<file path="config.mk">
export PLATFORM = sky130hd
export DESIGN_NAME = mem_arbiter_flat
export DESIGN_NICKNAME = d
export VERILOG_FILES = /design/src/rtl/mem_arb_pkg.sv /design/src/rtl/mem_arbiter_if.sv /design/src/rtl/mem_arb_starve_cnt.sv /design/src/rtl/mem_arbiter.sv /design/src/flat_wrapper.sv
export SDC_FILE = /design/constraint.sdc
export NUM_CORES = 1
export LEC_CHECK = 0
export ABC_AREA = 1
export BUFFER_PORTS_ARGS = -buffer_cell sky130_fd_sc_hd__buf_2
export CAP_MARGIN = 10
export CORE_MARGIN = 2
export CORE_UTILIZATION = 40
export CTS_CLUSTER_DIAMETER = 60
export DETAILED_ROUTE_END_ITERATION = 16
export PLACE_DENSITY = 0.72
export SYNTH_ARGS = -nofsm -noshare
export SYNTH_HDL_FRONTEND = slang
export SYNTH_SLANG_ARGS = --single-unit
</file>
<file path="constraint.sdc">
create_clock -name clock -period 1.3 [get_ports clock]
set_input_delay 0.195 -clock clock [delete_from_list [all_inputs] [get_ports clock]]
set_output_delay 0.195 -clock clock [all_outputs]
set_load 0.05 [all_outputs]
</file>
<file path="src/rtl/mem_arb_pkg.sv">
`default_nettype none
// +----------------------------------------------------------------------+
// | mem_arb_pkg : shared types for the instruction/data memory arbiter   |
// | Revision    : 1.0                                                    |
// +----------------------------------------------------------------------+
package mem_arb_pkg;

  localparam int STARVE_W = 4;
  localparam int DATA_W   = 32;

  typedef enum logic [1:0] {
    IDLE    = 2'b00,
    BUSY_IF = 2'b01,
    BUSY_DM = 2'b10
  } arb_state_t;

  typedef logic [STARVE_W-1:0] starve_cnt_t;
  typedef logic [DATA_W-1:0]   word_t;

endpackage
`default_nettype wire

</file>
<file path="src/rtl/mem_arbiter_if.sv">
`default_nettype none
// +----------------------------------------------------------------------+
// | mem_arbiter_if : fetch, data and shared-memory ports of mem_arbiter  |
// | Revision       : 1.0                                                 |
// +----------------------------------------------------------------------+
interface mem_arbiter_if;
  import mem_arb_pkg::*;

  logic  if_req;
  word_t if_addr;
  word_t if_rdata;
  logic  if_ack;

  logic  dm_req;
  logic  dm_we;
  word_t dm_addr;
  word_t dm_wdata;
  word_t dm_rdata;
  logic  dm_ack;

  logic  mem_req;
  logic  mem_we;
  word_t mem_addr;
  word_t mem_wdata;
  word_t mem_rdata;
  logic  mem_ready;

  logic  stall_if;

  // Arbiter side: serves the two requesters and masters the memory.
  modport slave (
    input  if_req, if_addr, dm_req, dm_we, dm_addr, dm_wdata,
    input  mem_rdata, mem_ready,
    output if_rdata, if_ack, dm_rdata, dm_ack,
    output mem_req, mem_we, mem_addr, mem_wdata, stall_if
  );

  // Environment side: the requesters plus the memory device.
  modport master (
    output if_req, if_addr, dm_req, dm_we, dm_addr, dm_wdata,
    output mem_rdata, mem_ready,
    input  if_rdata, if_ack, dm_rdata, dm_ack,
    input  mem_req, mem_we, mem_addr, mem_wdata, stall_if
  );

endinterface
`default_nettype wire

</file>
<file path="src/rtl/mem_arb_starve_cnt.sv">
`default_nettype none
// +----------------------------------------------------------------------+
// | mem_arb_starve_cnt : saturating count of data grants made while a    |
// |                      fetch waits; Revision 1.0                       |
// +----------------------------------------------------------------------+
module mem_arb_starve_cnt
  import mem_arb_pkg::*;
#(
  parameter int STARVE_LIMIT = 4
) (
  input  wire  clock,
  input  wire  resetn,
  input  wire  inc,
  input  wire  clr,
  output logic at_limit
);

  localparam starve_cnt_t C_LIMIT = starve_cnt_t'(STARVE_LIMIT);
  localparam starve_cnt_t C_ONE   = starve_cnt_t'(1);

  starve_cnt_t r_cnt;

  always_ff @(posedge clock or negedge resetn) begin
    if (!resetn) begin
      r_cnt <= '0;
    end else if (clr) begin
      r_cnt <= '0;
    end else if (inc && (r_cnt != C_LIMIT)) begin
      r_cnt <= r_cnt + C_ONE;
    end
  end

  assign at_limit = (r_cnt == C_LIMIT);

endmodule
`default_nettype wire

</file>
<file path="src/rtl/mem_arbiter.sv">
`default_nettype none
// +----------------------------------------------------------------------+
// | mem_arbiter : shares one single-port memory between instruction      |
// |               fetch and data access, data-first with anti-starvation |
// | Revision    : 1.0                                                    |
// +----------------------------------------------------------------------+
module mem_arbiter
  import mem_arb_pkg::*;
#(
  parameter int STARVE_LIMIT = 4
) (
  input  wire           clock,
  input  wire           resetn,
  mem_arbiter_if.slave  bus
);

  arb_state_t r_state;
  arb_state_t w_state_nxt;

  logic  w_if_elig;
  logic  w_dm_elig;
  logic  w_grant_if;
  logic  w_grant_dm;
  logic  w_done_if;
  logic  w_done_dm;
  logic  w_at_limit;

  logic  r_mem_req;
  logic  r_mem_we;
  word_t r_mem_addr;
  word_t r_mem_wdata;
  logic  r_if_ack;
  logic  r_dm_ack;
  word_t r_if_rdata;
  word_t r_dm_rdata;

  // A requester in its ack cycle still holds req high; it must not re-win.
  assign w_if_elig = bus.if_req && !r_if_ack;
  assign w_dm_elig = bus.dm_req && !r_dm_ack;

  always_ff @(posedge clock or negedge resetn) begin
    if (!resetn) begin
      r_state <= IDLE;
    end else begin
      r_state <= w_state_nxt;
    end
  end

  always_comb begin
    w_state_nxt = r_state;
    w_grant_if  = 1'b0;
    w_grant_dm  = 1'b0;
    w_done_if   = 1'b0;
    w_done_dm   = 1'b0;
    case (r_state)
      IDLE: begin
        if (w_if_elig && (!w_dm_elig || w_at_limit)) begin
          w_grant_if  = 1'b1;
          w_state_nxt = BUSY_IF;
        end else if (w_dm_elig) begin
          w_grant_dm  = 1'b1;
          w_state_nxt = BUSY_DM;
        end
      end
      BUSY_IF: begin
        if (bus.mem_ready) begin
          w_done_if   = 1'b1;
          w_state_nxt = IDLE;
        end
      end
      BUSY_DM: begin
        if (bus.mem_ready) begin
          w_done_dm   = 1'b1;
          w_state_nxt = IDLE;
        end
      end
      default: begin
        w_state_nxt = IDLE;
      end
    endcase
  end

  // Memory request register: loaded at grant, held through wait states.
  always_ff @(posedge clock or negedge resetn) begin
    if (!resetn) begin
      r_mem_req   <= 1'b0;
      r_mem_we    <= 1'b0;
      r_mem_addr  <= '0;
      r_mem_wdata <= '0;
    end else if (w_grant_if) begin
      r_mem_req   <= 1'b1;
      r_mem_we    <= 1'b0;
      r_mem_addr  <= bus.if_addr;
      r_mem_wdata <= '0;
    end else if (w_grant_dm) begin
      r_mem_req   <= 1'b1;
      r_mem_we    <= bus.dm_we;
      r_mem_addr  <= bus.dm_addr;
      r_mem_wdata <= bus.dm_wdata;
    end else if (w_done_if || w_done_dm) begin
      r_mem_req   <= 1'b0;
    end
  end

  always_ff @(posedge clock or negedge resetn) begin
    if (!resetn) begin
      r_if_ack   <= 1'b0;
      r_dm_ack   <= 1'b0;
      r_if_rdata <= '0;
      r_dm_rdata <= '0;
    end else begin
      r_if_ack <= w_done_if;
      r_dm_ack <= w_done_dm;
      if (w_done_if) begin
        r_if_rdata <= bus.mem_rdata;
      end
      if (w_done_dm) begin
        r_dm_rdata <= bus.mem_rdata;
      end
    end
  end

  mem_arb_starve_cnt #(
    .STARVE_LIMIT (STARVE_LIMIT)
  ) u_starve_cnt (
    .clock    (clock),
    .resetn   (resetn),
    .inc      (w_grant_dm && bus.if_req),
    .clr      (w_grant_if),
    .at_limit (w_at_limit)
  );

  assign bus.mem_req   = r_mem_req;
  assign bus.mem_we    = r_mem_we;
  assign bus.mem_addr  = r_mem_addr;
  assign bus.mem_wdata = r_mem_wdata;
  assign bus.if_ack    = r_if_ack;
  assign bus.dm_ack    = r_dm_ack;
  assign bus.if_rdata  = r_if_rdata;
  assign bus.dm_rdata  = r_dm_rdata;
  assign bus.stall_if  = bus.if_req && !r_if_ack;

endmodule
`default_nettype wire

</file>
<file path="src/flat_wrapper.sv">
// flat-port wrapper written by rule: the top's interface ports become plain ports
module mem_arbiter_flat import mem_arb_pkg::*;
#(
  parameter int STARVE_LIMIT = 4
)
  (clock, resetn, bus_if_req, bus_if_addr, bus_dm_req, bus_dm_we, bus_dm_addr, bus_dm_wdata, bus_mem_rdata, bus_mem_ready, bus_if_rdata, bus_if_ack, bus_dm_rdata, bus_dm_ack, bus_mem_req, bus_mem_we, bus_mem_addr, bus_mem_wdata, bus_stall_if);
  mem_arbiter_if bus_i ();
  input  wire clock;
  input  wire resetn;
  input wire logic [$bits(bus_i.if_req)-1:0] bus_if_req;
  input wire logic [$bits(bus_i.if_addr)-1:0] bus_if_addr;
  input wire logic [$bits(bus_i.dm_req)-1:0] bus_dm_req;
  input wire logic [$bits(bus_i.dm_we)-1:0] bus_dm_we;
  input wire logic [$bits(bus_i.dm_addr)-1:0] bus_dm_addr;
  input wire logic [$bits(bus_i.dm_wdata)-1:0] bus_dm_wdata;
  input wire logic [$bits(bus_i.mem_rdata)-1:0] bus_mem_rdata;
  input wire logic [$bits(bus_i.mem_ready)-1:0] bus_mem_ready;
  output wire logic [$bits(bus_i.if_rdata)-1:0] bus_if_rdata;
  output wire logic [$bits(bus_i.if_ack)-1:0] bus_if_ack;
  output wire logic [$bits(bus_i.dm_rdata)-1:0] bus_dm_rdata;
  output wire logic [$bits(bus_i.dm_ack)-1:0] bus_dm_ack;
  output wire logic [$bits(bus_i.mem_req)-1:0] bus_mem_req;
  output wire logic [$bits(bus_i.mem_we)-1:0] bus_mem_we;
  output wire logic [$bits(bus_i.mem_addr)-1:0] bus_mem_addr;
  output wire logic [$bits(bus_i.mem_wdata)-1:0] bus_mem_wdata;
  output wire logic [$bits(bus_i.stall_if)-1:0] bus_stall_if;
  assign bus_i.if_req = bus_if_req;
  assign bus_i.if_addr = bus_if_addr;
  assign bus_i.dm_req = bus_dm_req;
  assign bus_i.dm_we = bus_dm_we;
  assign bus_i.dm_addr = bus_dm_addr;
  assign bus_i.dm_wdata = bus_dm_wdata;
  assign bus_i.mem_rdata = bus_mem_rdata;
  assign bus_i.mem_ready = bus_mem_ready;
  assign bus_if_rdata = bus_i.if_rdata;
  assign bus_if_ack = bus_i.if_ack;
  assign bus_dm_rdata = bus_i.dm_rdata;
  assign bus_dm_ack = bus_i.dm_ack;
  assign bus_mem_req = bus_i.mem_req;
  assign bus_mem_we = bus_i.mem_we;
  assign bus_mem_addr = bus_i.mem_addr;
  assign bus_mem_wdata = bus_i.mem_wdata;
  assign bus_stall_if = bus_i.stall_if;
  mem_arbiter #(.STARVE_LIMIT(STARVE_LIMIT)) u_core (.clock(clock), .resetn(resetn), .bus(bus_i));
endmodule
</file>
# [Word level (Yosys, flattened, before mapping)]
# Index checks and enable logic that the tools add are counted.
[word_totals] ff_bits=138 output_inout_bits=133
[classes] add_sub_neg=1 eq_ne=6 reduce_logical=16 n_mux=23
[ops] operator="$mux 32" count=4
[ops] operator="$mux 1" count=13
[ops] operator="$mux 4" count=2
[ops] operator="$mux 2" count=3
[ops] operator="$logic_and 1x1->1" count=5
[ops] operator="$add 4x1->4 const B" count=1
[ops] operator="$eq 4x3->1 const B" count=1
[ops] operator="$ne 4x3->1 const B" count=1
[ops] operator="$pmux 2 s2" count=1
[ops] operator="$reduce_bool 2->1" count=2
[ops] operator="$logic_not 1->1" count=3
[ops] operator="$ne 3x1->1 const B" count=1
[ops] operator="$reduce_bool 3->1" count=1
[ops] operator="$eq 2x1->1 const B" count=1
[ops] operator="$eq 2x2->1 const B" count=1
[ops] operator="$logic_not 2->1" count=1
[ops] operator="$logic_or 1x1->1" count=2
[ops] operator="$ne 2x1->1 const B" count=1
[ops] operator="$reduce_and 2->1" count=1
[ops] operator="$reduce_or 2->1" count=1

# [Longest topological paths before layout]
# Gate-level depths: netlist of the first run.
[depth] depth_word=11 ltp_mapped=10 depth_no_buf=9

# [Cells and area by module]
# From an unflattened synthesis of the first run, not the netlist that was laid out.
[hier_totals] hier_cells=705 area_unflattened_um2=6100.9
[modules_own_cells] mod="mem_arbiter" cells_per_inst=673 area_each_um2=5848.1 instances=1 seq_area_each_um2=3353.2
[modules_own_cells] mod="mem_arb_starve_cnt" cells_per_inst=32 area_each_um2=252.7 instances=1 seq_area_each_um2=100.1

# [Least setup slack after synthesis of the first run]
# OpenSTA, ideal clock, no wires.
[synth_path] kind="reg-to-reg" startpoint="register u_core.r_if_ack (netlist: u_core.bus.if_ack)" endpoint="register u_core.r_mem_addr[22] (netlist: u_core.bus.mem_addr[22])" path_slack_ns=-0.288 path_stages_with_launch=6 arrival_ns=1.470 setup_ns=0.118 n_path_buf=1 required_ns=1.182 path_cell_list="dfrtp_1 -> nor2_4 -> buf_2 -> nand4_1 -> nand3_1 -> nand2_1"
[synth_via] elab_chain_len=6
[synth_lines] element="start: declaration" line_no="mem_arbiter.sv:32" rtl="logic r_if_ack;"
[synth_lines] element="start signal: assignment" line_no="mem_arbiter.sv:112" rtl="r_if_ack <= w_done_if;"
[synth_lines] element="$logic_not 1->1 (*)"
[synth_lines] element="$logic_and 1x1->1 (*)"
[synth_lines] element="via bus_stall_if" line_no="flat_wrapper.sv:26" rtl="output wire logic [$bits(bus_i.stall_if)-1:0] bus_stall_if;"
[synth_lines] element="$logic_and 1x1->1 (*)" line_no="mem_arbiter.sv:57" rtl="if (w_if_elig && (!w_dm_elig || w_at_limit)) begin"
[synth_lines] element="$mux 1" line_no="mem_arbiter.sv:57"
[synth_lines] element="$mux 1" line_no="mem_arbiter.sv:55" rtl="case (r_state)"
[synth_lines] element="$mux 32 or $reduce_bool 2->1 (tied branches)"
[synth_lines] element="end signal: assignment" line_no="mem_arbiter.sv:93" rtl="r_mem_addr <= bus.if_addr;"
[synth_lines] element="end signal: assignment" line_no="mem_arbiter.sv:98" rtl="r_mem_addr <= bus.dm_addr;"
[synth_lines] element="end: declaration" line_no="mem_arbiter.sv:30" rtl="word_t r_mem_addr;"
# Mark *: on every way through the listed nets, which the timed path passes. The rest lies on a longest branch.
# A chain may end at the register's enable or synchronous reset.

# [Final worst setup path of the first run]
[layout_path] startpoint="register u_core.u_starve_cnt.r_cnt[0]" endpoint="register u_core.r_mem_addr[15] (netlist: u_core.bus.mem_addr[15])"
[layout_via] elab_chain_len=6
[layout_lines] element="start: declaration" line_no="mem_arb_starve_cnt.sv:21" rtl="starve_cnt_t r_cnt;"
[layout_lines] element="start signal: assignment" line_no="mem_arb_starve_cnt.sv:29" rtl="r_cnt <= r_cnt + C_ONE;"
[layout_lines] element="$eq 4x3->1 (*)" line_no="mem_arb_starve_cnt.sv:33" rtl="assign at_limit = (r_cnt == C_LIMIT);"
[layout_lines] element="$logic_or 1x1->1 (*)" line_no="mem_arbiter.sv:57"
[layout_lines] element="$logic_and 1x1->1 (*)" line_no="mem_arbiter.sv:57"
[layout_lines] element="$mux 1" line_no="mem_arbiter.sv:57"
[layout_lines] element="$mux 1" line_no="mem_arbiter.sv:55"
[layout_lines] element="$mux 32 or $reduce_bool 2->1 (tied branches)"
# Every way passes the cells marked *; elsewhere a longest branch is shown, timed or not.

==> load_flow_metrics.sql, run 1 <==
INSERT INTO impl_metrics (metric_group, metric, value, unit) VALUES
('job', 'max_cap_viol_count', '0', ''),
('floorplan', 'die_width', '126.4', 'µm'),
('clock_tree', 'clock_pin_slew_of_the_registers_on_the_worst_case_setup_and_hold_paths', '0.06', 'ns'),
('synth', 'synth_sequential_area_ratio', '0.5766', ''),
('power_and_ir_drop', 'leakagePower', '5.793', 'nW'),
('cells_and_area', 'multi_input_area', '2445', 'µm²'),
('detailed_routing', 'detailroute.via_count', '6392', ''),
('setup_path', 'crit_path_max_fanout', '8', ''),
('synth', 'avgSynthCellArea', '8.377', 'µm²'),
('detailed_routing', 'route.antenna.remaining_nets', '0', ''),
('sta', 'timing.final.max_slew_violations', '0', ''),
('place', 'place_hpwl', '11.74', 'mm'),
('power_and_ir_drop', 'total_power', '29.62', 'mW'),
('sta', 'setup_viol_count_final', '134', ''),
('clock_tree', 'cts-buffers-inserted', '17', ''),
('setup_path', 'crit_path_start_kind', 'register', ''),
('floorplan', 'floorplan.die_area', '15970', 'µm²'),
('detailed_routing', 'totalWireLength', '21.75', 'mm'),
('cells_and_area', 'post_route_cells_drive_above_1_share', '0.4589', ''),
('global_routing', 'vias_in_the_first_global_route', '6115', ''),
('power_and_ir_drop', 'vdd_drop_max', '1.999', 'mV'),
('clock_tree', 'cts.sink_count', '138', ''),
('global_routing', 'grt.met3_usage', '0.07381', ''),
('outcome', 'failed_checks', 'negative setup slack', ''),
('place', 'dpl_cell_area', '7840', 'µm²'),
('cells_and_area', 'area_added_between_synthesis_and_finish', '71.69', '%'),
('global_routing', 'groute.layer.met1.usage', '0.2908', ''),
('sta', 'fin_hold_ws', '0.02481', 'ns'),
('global_routing', 'grt_most_used_layer', 'met2', ''),
('worst_hold_path', 'worstHoldPathCells', '3', ''),
('sta', 'hold_violations', '0', ''),
('detailed_routing', 'viasPerCell', '4.990', ''),
('sta', 'max_slew_margin', '0.7620', ''),
('detailed_routing', 'drtPass1Iterations', '5', ''),
('sta', 'fin_crit_sh', '1.148', ''),
('outcome', 'run_status', 'finished, violations left', ''),
('detailed_routing', 'drt_drc_violations_left', '0', ''),
('floorplan', 'die_h', '126.4', 'µm'),
('global_routing', 'grt_antenna_before_repair', '1', ''),
('detailed_routing', 'post_drt_wl_per_cell', '16.98', 'µm'),
('place', 'pre_cts_ws', '-0.1531', 'ns'),
('power_and_ir_drop', 'power_density', '2880', 'nW/µm²'),
('place', 'place_congestion', '0.8667', ''),
('detailed_routing', 'drtIter0Drc', '406', ''),
('cells_and_area', 'seqCellArea', '3456', 'µm²'),
('floorplan', 'floorplan.core_area', '14590', 'µm²'),
('floorplan', 'ioPinCount', '267', ''),
('global_routing', 'largest_net_degree_at_the_start_of_global_routing', '38', ''),
('cells_and_area', 'layout.cell_area.non_filler', '10280', 'µm²'),
('global_routing', 'met2_usage', '0.3992', ''),
('cells_and_area', 'final_core_utilization', '0.7049', ''),
('synth', 'synth.distinct_cells', '20', ''),
('place', 'place.detailed.instances', '1159', ''),
('global_routing', 'grt_first_pass_wirelength', '30.53', 'mm'),
('synth', 'synth.cell_area', '5989', 'µm²'),
('setup_path', 'arrival', '1.80', 'ns'),
('worst_hold_path', 'hold_path.class', 'input pin to register', ''),
('synth', 'synth_fp_nets', '854', ''),
('cells_and_area', 'nFillCells', '1041', ''),
('synth', 'post_synth_inst_count', '715', ''),
('sta', 'clock-skew-final', '0.01046', 'ns'),
('setup_path', 'worst_endpoint_required_time', '1.61', 'ns'),
('sta', 'maxClockFrequency', '670.1', 'MHz'),
('clock_tree', 'cts_root_buf', 'clkbuf_16', ''),
('synth', 'synth_warnings', '0', ''),
('place', 'io_buffer_count', '266', ''),
('sta', 'min_period', '1.492', 'ns'),
('global_routing', 'global_route.overflow_total', '0', ''),
('setup_path', 'timing.critical_path.to_type', 'register', ''),
('sta', 'layout_setup_ws', '-0.1923', 'ns'),
('sta', 'worst_slew_pin_slew', '0.3570', 'ns'),
('clock_tree', 'clock_insertion_delay_worst_skew', '0.42', 'ns'),
('clock_tree', 'cts_tree', 'built', ''),
('clock_tree', 'htree_levels', '4', ''),
('synth', 'ys_ff_latch', '138', ''),
('sta', 'tns', '-16.83', 'ns'),
('setup_path', 'worst_r2r_path_depth', '9', ''),
('clock_tree', 'cts.path.max_buffers', '2', ''),
('sta', 'setup_repair_after_global_routing_missed_its_margin', 'yes', ''),
('global_routing', 'gr-usage-all-layers', '0.2405', ''),
('cells_and_area', 'num-nets-final', '1222', ''),
('cells_and_area', 'final-instance-count-excl-fill', '1281', ''),
('floorplan', 'starting_density_of_the_core', '0.4105', ''),
('floorplan', 'floorplan.rows', '44', ''),
('setup_path', 'worstSetupPathType', 'register to register', '');
## layout make-up
type	instances	share of cell area
Clock buffer	22	0.04514
Tap cell	184	0.02239
Sequential cell	138	0.3361
Inverter	109	0.03979
Timing Repair Buffer	389	0.3075
Multi-Input combinational cell	428	0.2377
Clock inverter	10	0.01119
Antenna cell	1	0.0002433
## power breakdown
part | internal [mW] | switching, mW | total [mW]
Combinational | 5.47 | 11.7 | 17.2
Sequential | 6.28 | 1.37 | 7.65
Clock | 2.93 | 1.85 | 4.78
Total | 14.7 | 14.9 | 29.6
## metal layers
metal	share of wire	routed length (µm)	vias to the layer above
met2	0.50	10960	361
met3	0.082	1794	57
met4	0.032	696	0
met1	0.38	8297	3018
li1	-	-	2956
met5	0	0	-
## path summary, 6_finish.rpt
check	slack (ns)	end	start
min in group asynchronous	0.25	u_core.bus.if_rdata[0]	resetn
worst max register to register	-0.19	u_core.bus.mem_addr[15]	u_core.u_starve_cnt.r_cnt[0]
worst min-delay path	0.02	u_core.bus.dm_rdata[21]	bus_mem_rdata[21]
max in group asynchronous	0.53	u_core.bus.mem_addr[8]	resetn
worst min register to register	0.47	u_core.bus.mem_addr[2]	u_core.bus.mem_addr[2]
worst max-delay path	-0.19	u_core.bus.mem_addr[15]	u_core.u_starve_cnt.r_cnt[0]
## placed cells by master, fill, tap and decap left out, drive strengths merged
master and count:
buf 329, bufbuf 1, bufinv 2, clkbuf 47, clkinv 3, clkinvlp 3, dfrtp 138, diode 1
dlygate4sd3 34, ha 5, inv 111, nand2 274, nand3 42, nand3b 1, nand4 33, nor2 3
o21ai 68, xor2 2
## cells in the mapped netlist
| master | count | area [µm²] |
|---|---|---|
| buf_1 | 3 | 11.26 |
| buf_2 | 19 | 95.09 |
| buf_4 | 4 | 30.03 |
| buf_6 | 2 | 22.52 |
| clkbuf_1 | 13 | 48.80 |
| dfrtp_1 | 138 | 3453 |
| ha_1 | 5 | 62.56 |
| inv_1 | 107 | 401.6 |
| inv_2 | 2 | 7.510 |
| nand2_1 | 272 | 1021 |
| nand2_2 | 1 | 6.260 |
| nand3_1 | 40 | 200.2 |
| nand3_2 | 2 | 20.02 |
| nand3b_1 | 1 | 7.510 |
| nand4_1 | 33 | 206.5 |
| nor2_4 | 3 | 33.78 |
| o21ai_0 | 65 | 325.3 |
| o21ai_1 | 2 | 10.01 |
| o21ai_2 | 1 | 8.760 |
| xor2_1 | 2 | 17.52 |
## state kept, by name (all words and copies together), names as in the netlist
register	count
u_core.u_starve_cnt.r_cnt	4
u_core.bus.mem_req	1
u_core.bus.mem_we	1
u_core.bus.if_rdata	32
u_core.bus.if_ack	1
u_core.bus.dm_rdata	32
u_core.r_state	2
u_core.bus.mem_wdata	32
u_core.bus.mem_addr	32
u_core.bus.dm_ack	1
## critical path: stages, from the launching register on
cell	delay, ns
dfrtp_1	0.39
inv_2	0.07
ha_4	0.14
nand3_4	0.08
nand2_4	0.07
buf_4	0.18
clkbuf_16	0.18
nand4_1	0.13
nand3_2	0.10
nand2_1	0.04
## cells by family after synthesis
family | count (synthesis) | synth area share
AO/OA/AOI/OAI | 68 | 0.05745
XOR/XNOR | 2 | 0.002925
adder cells (fa/ha/maj) | 5 | 0.01044
buffers and inverters | 150 | 0.1030
flip-flops | 138 | 0.5766
AND/OR/NAND/NOR | 352 | 0.2496
## timing repair
item                                    CTS  global route
hold buffers                             34             0
gates resized for setup                  38           225
cloned                                    9            21
pin swaps                                 2             9
endpoints found under the hold margin   134             0
buffers inserted                         12            17
endpoints found under the setup margin   79           131
(Power assumes the default switching activity.)
==> run 2: changes to the inputs <==
--- a/config.mk
+++ b/config.mk
@@ -9,9 +9,11 @@
 export BUFFER_PORTS_ARGS = -buffer_cell sky130_fd_sc_hd__buf_2
 export CAP_MARGIN = 10
+export CELL_PAD_IN_SITES_DETAIL_PLACEMENT = 0
+export CELL_PAD_IN_SITES_GLOBAL_PLACEMENT = 1
 export CORE_MARGIN = 2
-export CORE_UTILIZATION = 40
+export CORE_UTILIZATION = 30
 export CTS_CLUSTER_DIAMETER = 60
 export DETAILED_ROUTE_END_ITERATION = 16
-export PLACE_DENSITY = 0.72
+export PLACE_DENSITY_LB_ADDON = 0.1
 export SYNTH_ARGS = -nofsm -noshare
 export SYNTH_HDL_FRONTEND = slang
==> constraint.sdc (replaced) <==
create_clock -name clock -period 1.3 [get_ports clock]
set_input_delay 0.13 -clock clock [delete_from_list [all_inputs] [get_ports clock]]
set_output_delay 0.13 -clock clock [all_outputs]
set_load 0.05 [all_outputs]
==> load_flow_metrics.sql, run 2 (synthesis results as in run 1) <==
INSERT INTO impl_metrics (metric_group, metric, value, unit) VALUES
('setup_path', 'startpoint', 'u_core.u_starve_cnt.r_cnt[0]', ''),
('setup_path', 'crit_path_start_kind', 'register', ''),
('floorplan', 'die_h', '145.3', 'µm'),
('setup_path', 'arrival', '1.77', 'ns'),
('global_routing', 'largest_net_degree_at_the_start_of_global_routing', '46', ''),
('worst_hold_path', 'holdPathEnd', 'u_core.bus.mem_addr[2]', ''),
('worst_hold_path', 'worstHoldPathCells', '5', ''),
('setup_path', 'crit_path_max_fanout', '5', ''),
('power_and_ir_drop', 'power_density', '2717', 'nW/µm²'),
('clock_tree', 'clock_insertion_delay_worst_skew', '0.41', 'ns'),
('outcome', 'failed_checks', 'negative setup slack', ''),
('detailed_routing', 'post_drt_wl_per_cell', '14.78', 'µm'),
('detailed_routing', 'detailroute.via_count', '5966', ''),
('place', 'io_buffer_count', '266', ''),
('clock_tree', 'cts-buffers-inserted', '17', ''),
('place', 'place_hpwl', '12.21', 'mm'),
('cells_and_area', 'post_route_cells_drive_above_1_share', '0.4275', ''),
('sta', 'layout_setup_ws', '-0.1183', 'ns'),
('sta', 'setup_viol_count_final', '109', ''),
('worst_hold_path', 'hold_path.class', 'input pin to register', ''),
('sta', 'worst_slew_pin_slew', '0.3480', 'ns'),
('sta', 'hold_violations', '0', ''),
('sta', 'fin_crit_sh', '1.091', ''),
('power_and_ir_drop', 'vdd_drop_max', '1.499', 'mV'),
('sta', 'setup_repair_after_global_routing_missed_its_margin', 'yes', ''),
('detailed_routing', 'drtIter0Drc', '248', ''),
('sta', 'max_slew_margin', '0.7680', ''),
('clock_tree', 'htree_levels', '4', ''),
('global_routing', 'global_route.overflow_total', '0', ''),
('sta', 'tns', '-6.559', 'ns'),
('sta', 'fin_hold_ws', '0.02043', 'ns'),
('sta', 'timing.final.max_slew_violations', '0', ''),
('setup_path', 'worst_endpoint_required_time', '1.65', 'ns'),
('setup_path', 'timing.critical_path.to_type', 'register', ''),
('worst_hold_path', 'timing.hold.worst.start', 'bus_dm_addr[2]', ''),
('detailed_routing', 'route.antenna.remaining_nets', '0', ''),
('setup_path', 'slowest_stage', 'dfrtp_1', ''),
('cells_and_area', 'num-nets-final', '1244', ''),
('cells_and_area', 'area_added_between_synthesis_and_finish', '71.42', '%'),
('clock_tree', 'cts_root_buf', 'clkbuf_16', ''),
('setup_path', 'path_delay_family', 'simple AND/OR/NAND/NOR gates', ''),
('floorplan', 'floorplan.die_area', '21110', 'µm²'),
('outcome', 'run_status', 'finished, violations left', ''),
('setup_path', 'worstSetupPathType', 'register to register', ''),
('place', 'place_congestion', '0.7565', ''),
('cells_and_area', 'layout_commonest_cell', 'buf_2', ''),
('sta', 'maxClockFrequency', '705.1', 'MHz'),
('clock_tree', 'cts.path.max_buffers', '2', ''),
('clock_tree', 'clock_pin_slew_of_the_registers_on_the_worst_case_setup_and_hold_paths', '0.06', 'ns'),
('detailed_routing', 'drtPass1Iterations', '4', ''),
('setup_path', 'worstPathBufferInverterCount', '2', ''),
('setup_path', 'path_cells', 'inv_2 -> ha_4 -> nand3_4 -> nand2_4 -> nand3_4 -> clkbuf_16 -> nand2_1 -> nand3_1 -> nand2_1', ''),
('power_and_ir_drop', 'total_power', '27.89', 'mW'),
('sta', 'clock-skew-final', '0.008955', 'ns'),
('place', 'dpl_cell_area', '7894', 'µm²'),
('setup_path', 'critical_path.max_stage_delay', '0.39', 'ns'),
('detailed_routing', 'totalWireLength', '20.45', 'mm'),
('job', 'max_cap_viol_count', '0', ''),
('cells_and_area', 'most_frequent_cells_in_the_layout', 'buf_2 (264), nand2_1 (217), dfrtp_1 (136)', ''),
('global_routing', 'gr-usage-all-layers', '0.1741', ''),
('floorplan', 'ioPinCount', '267', ''),
('global_routing', 'vias_in_the_first_global_route', '5864', ''),
('floorplan', 'starting_density_of_the_core', '0.3067', ''),
('power_and_ir_drop', 'leakagePower', '5.731', 'nW'),
('setup_path', 'worst_r2r_path_depth', '9', ''),
('cells_and_area', 'layout.cell_area.non_filler', '10270', 'µm²'),
('detailed_routing', 'drt_drc_violations_left', '0', ''),
('setup_path', 'reg2reg_launch_point', 'u_core.u_starve_cnt.r_cnt[0]', ''),
('global_routing', 'grt_antenna_before_repair', '1', ''),
('global_routing', 'grt_first_pass_wirelength', '29.97', 'mm'),
('clock_tree', 'cts_tree', 'built', ''),
('clock_tree', 'cts.sink_count', '138', ''),
('floorplan', 'floorplan.rows', '51', ''),
('floorplan', 'die_width', '145.3', 'µm'),
('sta', 'min_period', '1.418', 'ns'),
('detailed_routing', 'viasPerCell', '4.311', ''),
('setup_path', 'r2r_setup_slack', '-0.12', 'ns'),
('floorplan', 'floorplan.core_area', '19530', 'µm²'),
('setup_path', 'critical_path.reg2reg.endpoint', 'u_core.bus.mem_addr[20]', '');
-- run 2: routing by layer --
metal,vias up,track usage,wire (µm)
li1,2999,-,-
met1,2755,0.2288,9344
met2,190,0.2758,9514
met3,22,0.05314,1288
met4,0,0.05441,303
met5,-,0,0
-- run 2: through the flow --
stage               instances  utilization  setup slack [ns]
global route             1384       0.5258           -0.1934
CTS                      1354       0.4787           -0.1435
global placement         1242       0.4043           -0.1392
detailed placement       1242       0.4043           -0.1644
floorplan                 715            -          -0.07922
finish                   1384       0.5258           -0.1183
-- run 2: final cells by class --
| cell class | instances | area (µm²) |
|---|---|---|
| antenna | 1 | 2.502 |
| tap | 265 | 331.6 |
| multi-input combinational | 429 | 2439 |
| fill | 1892 | 9259 |
| inverter | 109 | 409.1 |
| sequential | 138 | 3456 |
| timing repair buffer | 410 | 3084 |
| clock inverter | 12 | 88.84 |
| clock buffer | 20 | 456.7 |
-- run 2: how the worst max path moves through the flow --
stage	to	slack [ns]	cells past startpoint
after detailed placement	u_core.bus.mem_addr[6]	-0.16	7
after CTS	bus_stall_if	-0.14	3
after floorplan	u_core.u_starve_cnt.r_cnt[0]	-0.08	9
after global routing	u_core.bus.mem_addr[26]	-0.19	9
final	u_core.bus.mem_addr[20]	-0.12	9
after global placement	u_core.bus.mem_addr[28]	-0.14	8
-- run 2: power breakdown --
| part | switching [mW] | leakage [nW] | internal (mW) | total [mW] |
|---|---|---|---|---|
| Combinational | 11.4 | 3.73 | 4.55 | 15.9 |
| Sequential | 1.20 | 1.74 | 6.28 | 7.47 |
| Clock | 1.94 | 0.260 | 2.56 | 4.49 |
| Total | 14.5 | 5.73 | 13.4 | 27.9 |
-- run 2: what timing repair did --
action,in CTS,in global routing
buffers inserted,3,10
resized for setup,26,181
gates cloned,1,20
endpoints found under the hold margin,244,0
hold buffers,76,0
pin swaps,3,11
setup endpoints to repair,82,118
-- run 2: worst register-to-register path: stages (launching register included) --
cell,delay (ns)
dfrtp_1,0.39
inv_2,0.07
ha_4,0.14
nand3_4,0.08
nand2_4,0.12
nand3_4,0.16
clkbuf_16,0.21
nand2_1,0.06
nand3_1,0.07
nand2_1,0.06
==> run 3: changes to the inputs <==
- ABC_CLOCK_PERIOD_IN_PS: not set -> 1300
- RECOVER_POWER: not set -> 50
==> load_flow_metrics.sql, run 3 (synthesis results as in run 1) <==
INSERT INTO impl_metrics (metric_group, metric, value, unit) VALUES
('cells_and_area', 'layout.cell_area.non_filler', '10240', 'µm²'),
('detailed_routing', 'wl_met1', '9.344', 'mm'),
('floorplan', 'floorplan.rows', '51', ''),
('detailed_routing', 'met3_wirelength', '1.263', 'mm'),
('outcome', 'run_status', 'finished, violations left', ''),
('sta', 'setup_repair_after_global_routing_missed_its_margin', 'yes', ''),
('power_and_ir_drop', 'vdd_drop_max', '1.502', 'mV'),
('floorplan', 'ioPinCount', '267', ''),
('detailed_routing', 'detailroute.via_count', '5971', ''),
('detailed_routing', 'met2RoutedLength', '9.523', 'mm'),
('global_routing', 'vias_in_the_first_global_route', '5864', ''),
('global_routing', 'largest_net_degree_at_the_start_of_global_routing', '46', ''),
('sta', 'clock-skew-final', '0.008626', 'ns'),
('clock_tree', 'cts.path.max_buffers', '2', ''),
('floorplan', 'floorplan.die_area', '21110', 'µm²'),
('worst_hold_path', 'hold_path.class', 'input pin to register', ''),
('power_and_ir_drop', 'pwr-share-clk', '0.161', ''),
('cells_and_area', 'post_route_cells_drive_above_1_share', '0.4275', ''),
('setup_path', 'worstSetupPathType', 'register to register', ''),
('setup_path', 'timing.critical_path.to_type', 'register', ''),
('global_routing', 'gr-usage-all-layers', '0.1741', ''),
('detailed_routing', 'route.antenna.remaining_nets', '0', ''),
('detailed_routing', 'post_drt_wl_per_cell', '14.77', 'µm'),
('setup_path', 'arrival', '1.77', 'ns'),
('sta', 'fin_crit_sh', '1.091', ''),
('sta', 'tns', '-6.479', 'ns'),
('cells_and_area', 'most_frequent_cells_in_the_layout', 'buf_2 (265), nand2_1 (217), dfrtp_1 (136)', ''),
('cells_and_area', 'layout_commonest_cell', 'buf_2', ''),
('sta', 'setup_viol_count_final', '108', ''),
('power_and_ir_drop', 'sequentialPowerShare', '0.268', ''),
('power_and_ir_drop', 'leakagePower', '5.723', 'nW'),
('clock_tree', 'cts_tree', 'built', ''),
('job', 'max_cap_viol_count', '0', ''),
('power_and_ir_drop', 'power_density', '2722', 'nW/µm²'),
('detailed_routing', 'drtIter0Drc', '258', ''),
('detailed_routing', 'topRoutingLayerUsed', 'met4', ''),
('clock_tree', 'cts.sink_count', '138', ''),
('cells_and_area', 'nFillCells', '1898', ''),
('detailed_routing', 'drtPass1Iterations', '4', ''),
('setup_path', 'crit_path_start_kind', 'register', ''),
('floorplan', 'die_width', '145.3', 'µm'),
('floorplan', 'starting_density_of_the_core', '0.3067', ''),
('sta', 'worst_slew_pin_slew', '0.8495', 'ns'),
('detailed_routing', 'drt_drc_violations_left', '0', ''),
('sta', 'layout_setup_ws', '-0.1182', 'ns'),
('detailed_routing', 'totalWireLength', '20.44', 'mm'),
('clock_tree', 'htree_levels', '4', ''),
('floorplan', 'floorplan.core_area', '19530', 'µm²'),
('worst_hold_path', 'timing.hold.worst.start', 'bus_dm_addr[2]', ''),
('global_routing', 'global_route.overflow_total', '0', ''),
('outcome', 'failed_checks', 'negative setup slack', ''),
('place', 'io_buffer_count', '266', ''),
('sta', 'maxClockFrequency', '705.1', 'MHz'),
('power_and_ir_drop', 'cellInternalPower', '13.37', 'mW'),
('clock_tree', 'clock_insertion_delay_worst_skew', '0.41', 'ns'),
('power_and_ir_drop', 'comb_power_share', '0.571', ''),
('setup_path', 'startpoint', 'u_core.u_starve_cnt.r_cnt[0]', ''),
('cells_and_area', 'area_added_between_synthesis_and_finish', '71.05', '%'),
('setup_path', 'crit_path_max_fanout', '5', ''),
('cells_and_area', 'num-nets-final', '1244', ''),
('power_and_ir_drop', 'netSwitchingPower', '14.51', 'mW'),
('detailed_routing', 'viasPerCell', '4.314', ''),
('place', 'place_congestion', '0.7565', ''),
('floorplan', 'die_h', '145.3', 'µm'),
('global_routing', 'grt_antenna_before_repair', '1', ''),
('global_routing', 'grt_first_pass_wirelength', '29.97', 'mm'),
('power_and_ir_drop', 'switching_share', '0.5205', ''),
('place', 'dpl_cell_area', '7894', 'µm²'),
('setup_path', 'r2r_setup_slack', '-0.12', 'ns'),
('clock_tree', 'clock_pin_slew_of_the_registers_on_the_worst_case_setup_and_hold_paths', '0.06', 'ns'),
('sta', 'hold_violations', '0', ''),
('setup_path', 'worst_endpoint_required_time', '1.65', 'ns'),
('sta', 'max_slew_margin', '0.4336', ''),
('clock_tree', 'cts_root_buf', 'clkbuf_16', ''),
('sta', 'timing.final.max_slew_violations', '0', ''),
('place', 'place_hpwl', '12.21', 'mm'),
('sta', 'min_period', '1.418', 'ns'),
('setup_path', 'reg2reg_launch_point', 'u_core.u_starve_cnt.r_cnt[0]', ''),
('clock_tree', 'cts-buffers-inserted', '17', '');
## run 3: cell types whose count changed in the layout (fill, tap and decap cells not counted), sizes merged
cell / delta
buf: -4
clkbuf: +4
## run 3: final timing paths
check / to / cells past startpoint
setup / recovery: u_core.bus.mem_addr[20] / 9
hold / removal: u_core.bus.mem_addr[2] / 5
setup reg to reg: u_core.bus.mem_addr[20] / 9
hold reg to reg: u_core.bus.mem_wdata[7] / 2
max in group asynchronous: u_core.bus.dm_rdata[20] / 3
min in group asynchronous: u_core.bus.mem_addr[8] / 2
## run 3: through the flow
stage | hold slack, ns | power (mW) | setup slack [ns] | utilization | std cells
3_5_place_dp | 0.04174 | 21.28 | -0.1644 | 0.4043 | 1242
4_1_cts | 0.0002675 | 26.36 | -0.1435 | 0.4787 | 1354
3_3_place_gp | 0.04108 | 21.28 | -0.1392 | 0.4043 | 1242
2_1_floorplan | -0.1656 | 17.34 | -0.07922 | - | 715
5_1_grt | 0.02384 | 29.43 | -0.1934 | 0.5247 | 1384
6_report | 0.02056 | 27.88 | -0.1182 | 0.5247 | 1384
## run 3: timing repair
| action | CTS | global route |
|---|---|---|
| setup endpoints to repair | 82 | 118 |
| resized for setup | 26 | 181 |
| pin swaps | 3 | 11 |
| hold buffers | 76 | 0 |
| setup buffers | 3 | 10 |
| endpoints found under the hold margin | 244 | 0 |
| gates cloned | 1 | 20 |
## run 3: power groups by stage
stage / sequential, mW / combinational [mW] / clock, mW
6_report: 7.47 / 15.9 / 4.49
5_1_grt: 7.72 / 16.9 / 4.80
4_1_cts: 7.28 / 14.4 / 4.64
3_5_place_dp: 7.29 / 14.0 / 0
3_3_place_gp: 7.32 / 14.0 / 0
2_1_floorplan: 14.0 / 3.32 / 0
## run 3: worst max-delay path: stages, from the launching register on
cell       delay (ns)
dfrtp_1          0.39
inv_2            0.07
ha_4             0.14
nand3_4          0.08
nand2_4          0.12
nand3_4          0.16
clkbuf_16        0.20
nand2_1          0.06
nand3_1          0.07
nand2_1          0.06
## run 3: area by class of cell
cell class / count / area, µm² / area share
repair buffers: 410 / 3062 / 0.2989
inverters: 109 / 409.1 / 0.03994
clock inverters: 12 / 88.84 / 0.008671
diodes: 1 / 2.502 / 0.0002443
clock buffers: 20 / 456.7 / 0.04458
well taps: 265 / 331.6 / 0.03236
flip-flops and latches: 138 / 3456 / 0.3373
multi-input cells: 429 / 2439 / 0.2380
## run 3: per-layer routing
metal / vias up / GRT usage
li1: 3001 / -
met1: 2760 / 0.2288
met2: 188 / 0.2758
met3: 22 / 0.05314
met4: 0 / 0.05441
met5: - / 0
